$ cat src/rtl/instr_fetch_unit.sv
// -----------------------------------------------------------------------------
// instr_fetch_unit
//
// Instruction fetch stage of the RV32I core. Holds the fetch PC, issues word
// reads to instruction memory over a req/gnt/rvalid handshake (at most one
// request outstanding), and buffers returned words with their PCs in a small
// FIFO that feeds decode over a valid/ready interface. A redirect from execute
// (taken branch / jal / jalr) flushes everything buffered or in flight and
// restarts fetch at the redirect target.
//
// Parameters:
//   RESET_PC    fetch address after reset
//   FIFO_DEPTH  instruction buffer entries (power of two, >= 2)
//
// Ports:
//   clk, reset_n       core clock, asynchronous active-low reset
//   en_pc              fetch enable; low blocks new requests
//   imem_req/addr      request to instruction memory (addr word aligned)
//   imem_gnt           request accepted this cycle
//   imem_rvalid/rdata  read response (at least one cycle after gnt)
//   redirect_valid/pc  one-cycle redirect pulse and target
//   instr_valid/ready  handshake towards decode
//   instr, instr_pc    FIFO head word and its PC (NOP / 0 when empty)
//   opcode             instr[6:0] for the control unit
//   misalign_fault     misaligned redirect target seen
//
// Build option:
//   FETCH_MISALIGN_TRAP_EN  when defined, a redirect to a non word-aligned
//                           target raises misalign_fault and halts fetch until
//                           an aligned redirect arrives. When undefined the
//                           fault output is tied low and the low target bits
//                           are ignored.
// -----------------------------------------------------------------------------
module instr_fetch_unit #(
  parameter logic [31:0] RESET_PC   = 32'h0000_0000,
  parameter int          FIFO_DEPTH = 2
) (
  input  logic        clk,
  input  logic        reset_n,
  input  logic        en_pc,
  output logic        imem_req,
  output logic [31:0] imem_addr,
  input  logic        imem_gnt,
  input  logic        imem_rvalid,
  input  logic [31:0] imem_rdata,
  input  logic        redirect_valid,
  input  logic [31:0] redirect_pc,
  output logic        instr_valid,
  input  logic        instr_ready,
  output logic [31:0] instr,
  output logic [31:0] instr_pc,
  output logic [6:0]  opcode,
  output logic        misalign_fault
);

  localparam int          PTR_W = $clog2(FIFO_DEPTH);
  localparam int          CNT_W = $clog2(FIFO_DEPTH + 1);
  localparam logic [31:0] NOP   = 32'h0000_0013;

  typedef enum logic [1:0] {
    IDLE,
    REQ,
    WAIT,
    DROP
  } state_t;

  state_t           state;
  logic [31:0]      fetch_pc;
  logic             req_q;

  logic [31:0]      fifo_pc   [FIFO_DEPTH];
  logic [31:0]      fifo_word [FIFO_DEPTH];
  logic [PTR_W-1:0] rd_ptr;
  logic [PTR_W-1:0] wr_ptr;
  logic [CNT_W-1:0] count;

  logic             pop;
  logic             push;
  logic [CNT_W-1:0] count_nxt;
  logic             halt_nxt;
  logic             issue_ok;
  logic [31:0]      redirect_target;

  // Target is always forced to a word boundary; with the trap build a
  // misaligned target additionally halts fetch through halt_nxt.
  assign redirect_target = {redirect_pc[31:2], 2'b00};

`ifdef FETCH_MISALIGN_TRAP_EN
  logic fault_q;

  // The fault is re-evaluated on every redirect: misaligned sets it, aligned
  // clears it. While set, no new request may issue.
  always_comb begin
    halt_nxt = fault_q;
    if (redirect_valid) begin
      halt_nxt = (redirect_pc[1:0] != 2'b00);
    end
  end

  always_ff @(posedge clk or negedge reset_n) begin
    if (!reset_n) begin
      fault_q <= 1'b0;
    end else begin
      fault_q <= halt_nxt;
    end
  end

  assign misalign_fault = fault_q;
`else
  logic unused_redirect_lsbs;

  assign unused_redirect_lsbs = ^redirect_pc[1:0];
  assign halt_nxt             = 1'b0;
  assign misalign_fault       = 1'b0;
`endif

  // A redirect wins over everything: the FIFO is emptied, so any pop or push
  // in the same cycle must be suppressed. Responses are only kept in WAIT;
  // in DROP or IDLE they belong to a squashed or pre-reset request.
  always_comb begin
    pop       = instr_valid & instr_ready & ~redirect_valid;
    push      = (state == WAIT) & imem_rvalid & ~redirect_valid;
    count_nxt = count;
    if (redirect_valid) begin
      count_nxt = '0;
    end else if (push && !pop) begin
      count_nxt = count + CNT_W'(1);
    end else if (pop && !push) begin
      count_nxt = count - CNT_W'(1);
    end
  end

  // The issue decision is only ever taken at points where the outstanding
  // request has just completed (or none existed), so the outstanding term of
  // "count + outstanding < depth" is zero there and the post-update count is
  // all that matters. Using the post-update count lets a pop free a slot for
  // the next request one cycle earlier; the path from instr_ready still ends
  // in a flop, so imem_req stays registered.
  assign issue_ok = en_pc & ~halt_nxt & (count_nxt < CNT_W'(FIFO_DEPTH));

  // Fetch FSM. imem_req is kept as its own flop, set exactly when the next
  // state is REQ. fetch_pc advances on grant, so while WAIT is pending the
  // returned word belongs to fetch_pc - 4.
  always_ff @(posedge clk or negedge reset_n) begin
    if (!reset_n) begin
      state    <= IDLE;
      req_q    <= 1'b0;
      fetch_pc <= RESET_PC;
    end else if (redirect_valid) begin
      fetch_pc <= redirect_target;
      case (state)
        IDLE: begin
          state <= issue_ok ? REQ : IDLE;
          req_q <= issue_ok;
        end
        REQ: begin
          if (imem_gnt) begin
            state <= DROP;
            req_q <= 1'b0;
          end else if (halt_nxt) begin
            state <= IDLE;
            req_q <= 1'b0;
          end else begin
            state <= REQ;
            req_q <= 1'b1;
          end
        end
        WAIT, DROP: begin
          if (imem_rvalid) begin
            state <= issue_ok ? REQ : IDLE;
            req_q <= issue_ok;
          end else begin
            state <= DROP;
            req_q <= 1'b0;
          end
        end
        default: begin
          state <= IDLE;
          req_q <= 1'b0;
        end
      endcase
    end else begin
      case (state)
        IDLE: begin
          state <= issue_ok ? REQ : IDLE;
          req_q <= issue_ok;
        end
        REQ: begin
          if (imem_gnt) begin
            fetch_pc <= fetch_pc + 32'd4;
            state    <= WAIT;
            req_q    <= 1'b0;
          end
        end
        WAIT, DROP: begin
          if (imem_rvalid) begin
            state <= issue_ok ? REQ : IDLE;
            req_q <= issue_ok;
          end
        end
        default: begin
          state <= IDLE;
          req_q <= 1'b0;
        end
      endcase
    end
  end

  // FIFO bookkeeping. A flush simply rewinds both pointers; stale storage is
  // never visible because instr_valid follows count.
  always_ff @(posedge clk or negedge reset_n) begin
    if (!reset_n) begin
      rd_ptr <= '0;
      wr_ptr <= '0;
      count  <= '0;
    end else begin
      count <= count_nxt;
      if (redirect_valid) begin
        rd_ptr <= '0;
        wr_ptr <= '0;
      end else begin
        if (push) begin
          wr_ptr <= wr_ptr + PTR_W'(1);
        end
        if (pop) begin
          rd_ptr <= rd_ptr + PTR_W'(1);
        end
      end
    end
  end

  // FIFO storage needs no reset; entries are only read while counted.
  always_ff @(posedge clk) begin
    if (push) begin
      fifo_pc[wr_ptr]   <= fetch_pc - 32'd4;
      fifo_word[wr_ptr] <= imem_rdata;
    end
  end

  assign imem_req    = req_q;
  assign imem_addr   = fetch_pc;
  assign instr_valid = (count != '0);
  assign instr       = instr_valid ? fifo_word[rd_ptr] : NOP;
  assign instr_pc    = instr_valid ? fifo_pc[rd_ptr] : 32'h0000_0000;
  assign opcode      = instr[6:0];

endmodule

$ cat config.mk
export PLATFORM = sky130hd
export DESIGN_NAME = instr_fetch_unit
export DESIGN_NICKNAME = d
export VERILOG_FILES = /design/src/rtl/instr_fetch_unit.sv
export SDC_FILE = /design/constraint.sdc
export NUM_CORES = 1
export LEC_CHECK = 0
export CAP_MARGIN = 20
export CELL_PAD_IN_SITES_DETAIL_PLACEMENT = 1
export CELL_PAD_IN_SITES_GLOBAL_PLACEMENT = 1
export CORE_MARGIN = 1
export CORE_UTILIZATION = 35
export CTS_BUF_LIST = sky130_fd_sc_hd__clkbuf_2 sky130_fd_sc_hd__clkbuf_4 sky130_fd_sc_hd__clkbuf_8
export CTS_CLUSTER_SIZE = 28
export DETAILED_ROUTE_END_ITERATION = 10
export PLACE_DENSITY_LB_ADDON = 0.1
export REMOVE_ABC_BUFFERS = 1
export SLEW_MARGIN = 20
export SYNTH_ARGS = -nofsm -noshare
export SYNTH_HDL_FRONTEND = slang
export SYNTH_SLANG_ARGS = --single-unit
$ cat constraint.sdc
create_clock -name clk -period 8.7 [get_ports clk]
set_input_delay 1.74 -clock clk [delete_from_list [all_inputs] [get_ports clk]]
set_output_delay 1.74 -clock clk [all_outputs]
set_load 0.01 [all_outputs]
==> insert_results.sql, run 1 <==
INSERT INTO impl_metrics (metric_group, metric, value, unit) VALUES
('critical_path', 'critical_path.endpoint', 'instr_pc[12]', ''),
('timing', 'setup_total_negative_slack', '0', 'ns'),
('power_and_ir_drop', 'power.leakage', '3.30', 'nW'),
('clocking', 'clock_tree.htree_level_count', '4', ''),
('layout', 'layout-area-overhead-vs-synth', '29.0', '%'),
('min_path', 'worst_hold_stages', '2', ''),
('logic_synthesis', 'synth_seq_cells', '161', ''),
('clocking', 'cts-buffers-inserted', '17', ''),
('logic_synthesis', 'ys_top_cells_by_area', 'sky130_fd_sc_hd__edfxtp_1 (49%), sky130_fd_sc_hd__dfrtp_1 (12%), sky130_fd_sc_hd__mux2i_1 (8.2%), sky130_fd_sc_hd__nor2_1 (4.4%), sky130_fd_sc_hd__xnor2_1 (3.0%)', ''),
('timing', 'clock-skew-final', '0.0158', 'ns'),
('layout', 'drive_above_1_share', '0.0650', ''),
('critical_path', 'critical_path.reg2reg.endpoint', 'fifo_pc[1][28]', ''),
('logic_synthesis', 'yosys_warn_count', '0', ''),
('timing', 'setup_slack', '4.26', 'ns'),
('power_and_ir_drop', 'power.density_cell_area', '232', 'mW/mm^2'),
('detailed_routing', 'remaining_drc_errors', '0', ''),
('floorplan', 'initial_core_util', '0.360', ''),
('logic_synthesis', 'syn_area', '0.00761', 'sq mm'),
('logic_synthesis', 'number_of_unique_standard_cell_types_used_by_synthesis', '52', ''),
('floorplan', 'horiz_die_dim', '149', 'microns'),
('place', 'pre_cts_slack', '4.42', 'ns'),
('logic_synthesis', 'seq_area_frac_synth', '0.611', ''),
('critical_path', 'path_depth', '5', ''),
('critical_path', 'worstSetupEndpointType', 'output pin', ''),
('critical_path', 'critical_path.top_delay_family', 'buffers and inverters', ''),
('detailed_routing', 'finalWirelength', '19800', 'microns'),
('critical_path', 'r2r_setup_slack', '6.03', 'ns'),
('floorplan', 'area_of_the_core_region', '0.0212', 'sq mm'),
('detailed_routing', 'vias', '5428', ''),
('logic_synthesis', 'synth_top_flop_cell', 'sky130_fd_sc_hd__edfxtp_1', ''),
('timing', 'finalCriticalPeriod', '4.44', 'ns'),
('timing', 'setup_viol', '0', ''),
('outcome', 'status', 'complete, no violations', ''),
('global_route', 'grt-ovfl-total', '0', ''),
('global_route', 'initial_antenna_violation_count', '0', ''),
('timing', 'rsz0062_at_grt', 'false', ''),
('logic_synthesis', 'synth-edff-count', '124', ''),
('detailed_routing', 'vias_per_cell', '5.12', ''),
('timing', 'timing_worst_slew_pin_value', '0.891', 'ns'),
('logic_synthesis', 'postSynthCellCount', '629', ''),
('floorplan', 'io-pin-count', '177', ''),
('floorplan', 'floorplan.die_area', '0.0223', 'sq mm'),
('critical_path', 'path_class', 'flop to output pin', ''),
('critical_path', 'r2r_cells', '6', ''),
('logic_synthesis', 'synth_top_area_frac', '0.489', ''),
('detailed_routing', 'drt_pre_antenna_iters', '4', ''),
('run', 'timing.max_cap.violations', '0', ''),
('critical_path', 'critical_path_peak_fanout', '42', ''),
('place', 'place.gp.congestion', '0.757', ''),
('clocking', 'tritoncts', 'built', ''),
('floorplan', 'placement_rows', '53', ''),
('timing', 'hold_viol', '0', ''),
('timing', 'maxClockFrequency', '225', 'MHz'),
('timing', 'slew_headroom', '0.406', ''),
('critical_path', 'worstReg2RegStart', 'imem_addr[2]', ''),
('layout', 'num-nets-final', '846', ''),
('logic_synthesis', 'post_synth.cell_area_avg', '12.1', 'sq um'),
('critical_path', 'critPathBufInv', '3', ''),
('layout', 'final_cell_count_no_fill', '1061', ''),
('clocking', 'cts.path.max_buffers', '2', ''),
('global_route', 'grt_pass1_wl', '31000', 'microns'),
('place', 'dp.cells', '1028', ''),
('logic_synthesis', 'async_flop_share', '0.230', ''),
('detailed_routing', 'drt-wirelength-per-cell', '18.7', 'microns'),
('clocking', 'clockRootBuffer', 'sky130_fd_sc_hd__clkbuf_8', ''),
('critical_path', 'critical_path_required', '6.96', 'ns'),
('clocking', 'cts_sinks', '161', ''),
('clocking', 'cts_setup_buffers', '0', ''),
('critical_path', 'path_cells', 'inv_1 -> ha_2 -> buf_4 -> nor2_1 -> clkdlybuf4s50_1', ''),
('power_and_ir_drop', 'ir_drop', '0.0940', 'mV'),
('clocking', 'path_clk_slew', '0.10', 'ns');
## worst reg2reg max path, delay by kind of cell (launching register included)
family,cells,cell delay [ns]
buffers and inverters,1,0.14
xor gates and xnor gates,1,0.19
and+or+nand+nor,3,1.41
DFF,1,0.49
adders and majority gates,1,0.19
## flip-flops by register name, summed over array words and instances (netlist names)
name / cells
count: 2
fifo_pc: 60
fifo_word: 64
imem_addr: 30
imem_req: 1
rd_ptr: 1
state: 2
wr_ptr: 1
## power by group
group	switching, mW	internal (mW)	total, mW	leakage (nW)
Combinational	0.369	0.401	0.770	1.56
Sequential	0.0860	0.884	0.970	1.55
Clock	0.296	0.237	0.534	0.180
## how the worst min path moves through the flow
| stage | start | endpoint |
|---|---|---|
| 6_report | imem_req | imem_req |
| 3_5_place_dp | imem_req | imem_req |
| 3_3_place_gp | imem_req | imem_req |
| 5_1_grt | imem_req | imem_req |
| 4_1_cts | imem_req | imem_req |
| 2_1_floorplan | wr_ptr | wr_ptr |
## stage by stage
| stage | area (sq um) | util |
|---|---|---|
| global route | 9810 | 0.464 |
| floorplan | 7320 | - |
| finish | 9810 | 0.464 |
| detailed placement | 9430 | 0.446 |
| CTS | 9810 | 0.464 |
| global placement | 9410 | 0.445 |
## cell families after synthesis
family                     share of synthesized area
DFF                                            0.611
muxes                                         0.0816
AOI/OAI and AO/OA                             0.0492
other                                       0.000493
adders and majority gates                    0.00493
and+or+nand+nor                                0.162
xor gates and xnor gates                      0.0438
buffers and inverters                         0.0469
## cell usage in the layout, fill, tap and decap left out, types with 17 or more instances in the layout
cell                              synthesis  final
sky130_fd_sc_hd__clkbuf_8                 0     17
sky130_fd_sc_hd__clkdlybuf4s50_1          0    168
sky130_fd_sc_hd__dfrtp_1                 37     36
sky130_fd_sc_hd__edfxtp_1               124    124
sky130_fd_sc_hd__mux2i_1                 62     62
sky130_fd_sc_hd__nand2_1                 42     42
sky130_fd_sc_hd__nand3_1                 18     18
sky130_fd_sc_hd__nor2_1                  90     90
sky130_fd_sc_hd__o21ai_0                 20     20
sky130_fd_sc_hd__xnor2_1                 26     26
## per-layer routing
metal | global-route usage | routed length [microns]
met5 | 0 | 0
met2 | 0.312 | 9640
met1 | 0.236 | 8920
met4 | 0.0536 | 253
met3 | 0.0369 | 991
## final cells by class
class / count / area [sq um]
sequential: 161 / 4650
clock inverter: 13 / 126
timing repair buffer: 176 / 1760
inverter: 14 / 52.6
tap: 275 / 344
fill: 2220 / 11300
antenna: 1 / 2.50
clock buffer: 19 / 249
multi-input combinational: 402 / 2630
(Power assumes the default switching activity.)
==> run 2: changes to the inputs <==
==> constraint.sdc (replaced) <==
create_clock -name clk -period 4.3 [get_ports clk]
set_input_delay 0.86 -clock clk [delete_from_list [all_inputs] [get_ports clk]]
set_output_delay 0.86 -clock clk [all_outputs]
set_load 0.01 [all_outputs]
==> run 2 against run 1 <==
  * Register-to-register slack lost 4.4 ns
  * Combinational power grew 110%
  * Clock power grew 100%
  * Highest routed layer unchanged
  * Setup slack lost 3.2 ns
  * Final cell count is essentially flat
  * First-iteration DRC count shrank 15%
  * Via count shrank 0.66%
  * Global-route usage shrank 0.36 points
  * Flip-flop and latch count is the same
  * Power grew 100%
  * Utilization grew 0.071 points
  * Wire length shrank 1.4%
  * Largest cell class unchanged
==> insert_results.sql, run 2 (synthesis gave the netlist of run 1 again) <==
INSERT INTO impl_metrics (metric_group, metric, value, unit) VALUES
('layout', 'most-common-layout-cells', 'sky130_fd_sc_hd__clkdlybuf4s50_1 (168), sky130_fd_sc_hd__edfxtp_1 (124), sky130_fd_sc_hd__nor2_1 (90)', ''),
('detailed_routing', 'vias', '5392', ''),
('detailed_routing', 'detail-route-antenna-nets', '0', ''),
('layout', 'layout-area-overhead-vs-synth', '29.2', '%'),
('floorplan', 'io-pin-count', '177', ''),
('critical_path', 'critical_path_required', '3.44', 'ns'),
('clocking', 'cts_sinks', '161', ''),
('global_route', 'grt_pass1_wl', '30700', 'microns'),
('power_and_ir_drop', 'power.density_cell_area', '468', 'mW/mm^2'),
('timing', 'slew_headroom', '0.401', ''),
('detailed_routing', 'remaining_drc_errors', '0', ''),
('timing', 'timing_worst_slew_pin_value', '0.898', 'ns'),
('clocking', 'worst_skew_pair.late_latency', '0.45', 'ns'),
('global_route', 'gr-usage-all-layers', '0.180', ''),
('clocking', 'cts.path.max_buffers', '2', ''),
('critical_path', 'worstSetupEndpointType', 'output pin', ''),
('critical_path', 'cp.arrival', '2.40', 'ns'),
('critical_path', 'path_cells', 'inv_1 -> ha_2 -> buf_12 -> nor2_1 -> clkdlybuf4s50_1', ''),
('layout', 'num-nets-final', '846', ''),
('clocking', 'ctsResizeCount', '0', ''),
('global_route', 'grt_start_max_net_pins', '51', ''),
('critical_path', 'critical_path_peak_fanout', '38', ''),
('clocking', 'clock_tree.htree_level_count', '4', ''),
('critical_path', 'path_class', 'flop to output pin', ''),
('place', 'dp_hpwl', '13400', 'microns'),
('critical_path', 'critPathBufInv', '3', ''),
('critical_path', 'critical-path-slowest-cell', 'sky130_fd_sc_hd__ha_2', ''),
('timing', 'maxClockFrequency', '307', 'MHz'),
('detailed_routing', 'finalWirelength', '19500', 'microns'),
('place', 'dp.cells', '1028', ''),
('floorplan', 'initial_core_util', '0.360', ''),
('place', 'detailed_place.area', '0.00945', 'sq mm'),
('detailed_routing', 'drt_pre_antenna_iters', '4', ''),
('timing', 'rsz0062_at_grt', 'false', ''),
('min_path', 'hold_class', 'input port to async pin', ''),
('floorplan', 'horiz_die_dim', '149', 'microns'),
('timing', 'final_min_period_over_clock_period', '0.757', ''),
('power_and_ir_drop', 'power.leakage', '3.31', 'nW'),
('layout', 'register_with_the_highest_flop_count', 'fifo_word', ''),
('clocking', 'cts_hold_repair.buffers', '0', ''),
('clocking', 'path_clk_slew', '0.09', 'ns'),
('timing', 'clock-skew-final', '0.0143', 'ns'),
('layout', 'final_util', '0.465', ''),
('timing', 'setup_viol', '0', ''),
('timing', 'worst_hold_slack', '0.530', 'ns'),
('timing', 'hold_viol', '0', ''),
('detailed_routing', 'detailedRoute.firstIterationViolations', '174', ''),
('clocking', 'tritoncts', 'built', ''),
('layout', 'layout_commonest_cell', 'sky130_fd_sc_hd__clkdlybuf4s50_1', ''),
('timing', 'drv_slew', '0', ''),
('global_route', 'first_global_vias', '5742', ''),
('detailed_routing', 'vias_per_cell', '5.09', ''),
('place', 'place.port_buffers', '169', ''),
('global_route', 'grt-ovfl-total', '0', ''),
('detailed_routing', 'drt-wirelength-per-cell', '18.4', 'microns'),
('layout', 'fin_area', '0.00983', 'sq mm'),
('floorplan', 'placement_rows', '53', ''),
('clocking', 'cts_setup_buffers', '0', ''),
('layout', 'drive_above_1_share', '0.0650', ''),
('critical_path', 'critical_path.top_delay_family', 'buffers and inverters', ''),
('clocking', 'clockRootBuffer', 'sky130_fd_sc_hd__clkbuf_8', ''),
('critical_path', 'startpoint_type', 'flop', ''),
('floorplan', 'area_of_the_core_region', '0.0212', 'sq mm'),
('floorplan', 'floorplan.die_area', '0.0223', 'sq mm'),
('critical_path', 'critical_path.max_stage_delay', '0.58', 'ns'),
('timing', 'finalCriticalPeriod', '3.26', 'ns'),
('run', 'timing.max_cap.violations', '0', ''),
('clocking', 'cts-buffers-inserted', '17', ''),
('layout', 'largest_register_ffs', '64', ''),
('layout', 'diodes', '0', ''),
('place', 'place.gp.congestion', '0.810', ''),
('layout', 'final_cell_count_no_fill', '1060', ''),
('power_and_ir_drop', 'ir_drop', '0.224', 'mV'),
('floorplan', 'die_h', '149', 'microns'),
('global_route', 'initial_antenna_violation_count', '0', ''),
('outcome', 'status', 'complete, no violations', '');
-- run 2: worst reg2reg max path, delay by kind of cell (launching register included) --
kind                     cells  cell delay, ns
AND/OR/NAND/NOR              3            1.36
flip-flops                   1            0.48
adder cells (fa/ha/maj)      1            0.20
XOR/XNOR                     1            0.18
buffers and inverters        1            0.14
-- run 2: final timing paths --
kind                                  endpoint         start  cells past startpoint  slack (ns)
worst min register to register        imem_req      imem_req                      2        0.53
worst max-delay path              instr_pc[13]      count[0]                      5        1.04
worst min-delay path             imem_addr[26]       reset_n                      1        0.53
worst max register to register  fifo_pc[0][28]  imem_addr[2]                      6        1.67
max in group asynchronous               rd_ptr       reset_n                      1        3.11
min in group clk                      imem_req      imem_req                      2        0.53
-- run 2: area by class of cell --
type	count	area (sq um)
fill	2236	11300
sequential	161	4650
multi-input combinational	402	2630
timing repair buffer	176	1780
tap	275	344
clock buffer	19	249
clock inverter	13	126
inverter	14	52.6
-- run 2: power by group --
group	total (mW)	internal [mW]	switching [mW]
logic	1.58	0.820	0.763
registers	1.93	1.79	0.145
clock network	1.08	0.482	0.597
-- run 2: per-stage QoR --
step | setup WS [ns] | setup TNS, ns | power, mW
after floorplan | -1.47 | -91.38 | 2.75
after global placement | 1.30 | 0 | 3.55
after detailed placement | 1.25 | 0 | 3.59
after CTS | 0.950 | 0 | 4.68
after global routing | 0.868 | 0 | 4.85
final | 1.04 | 0 | 4.60
-- run 2: per-layer routing --
layer	track usage	share of wire
met1	0.230	0.46
met2	0.308	0.49
met3	0.0326	0.042
met4	0.0556	0.013
met5	0	0
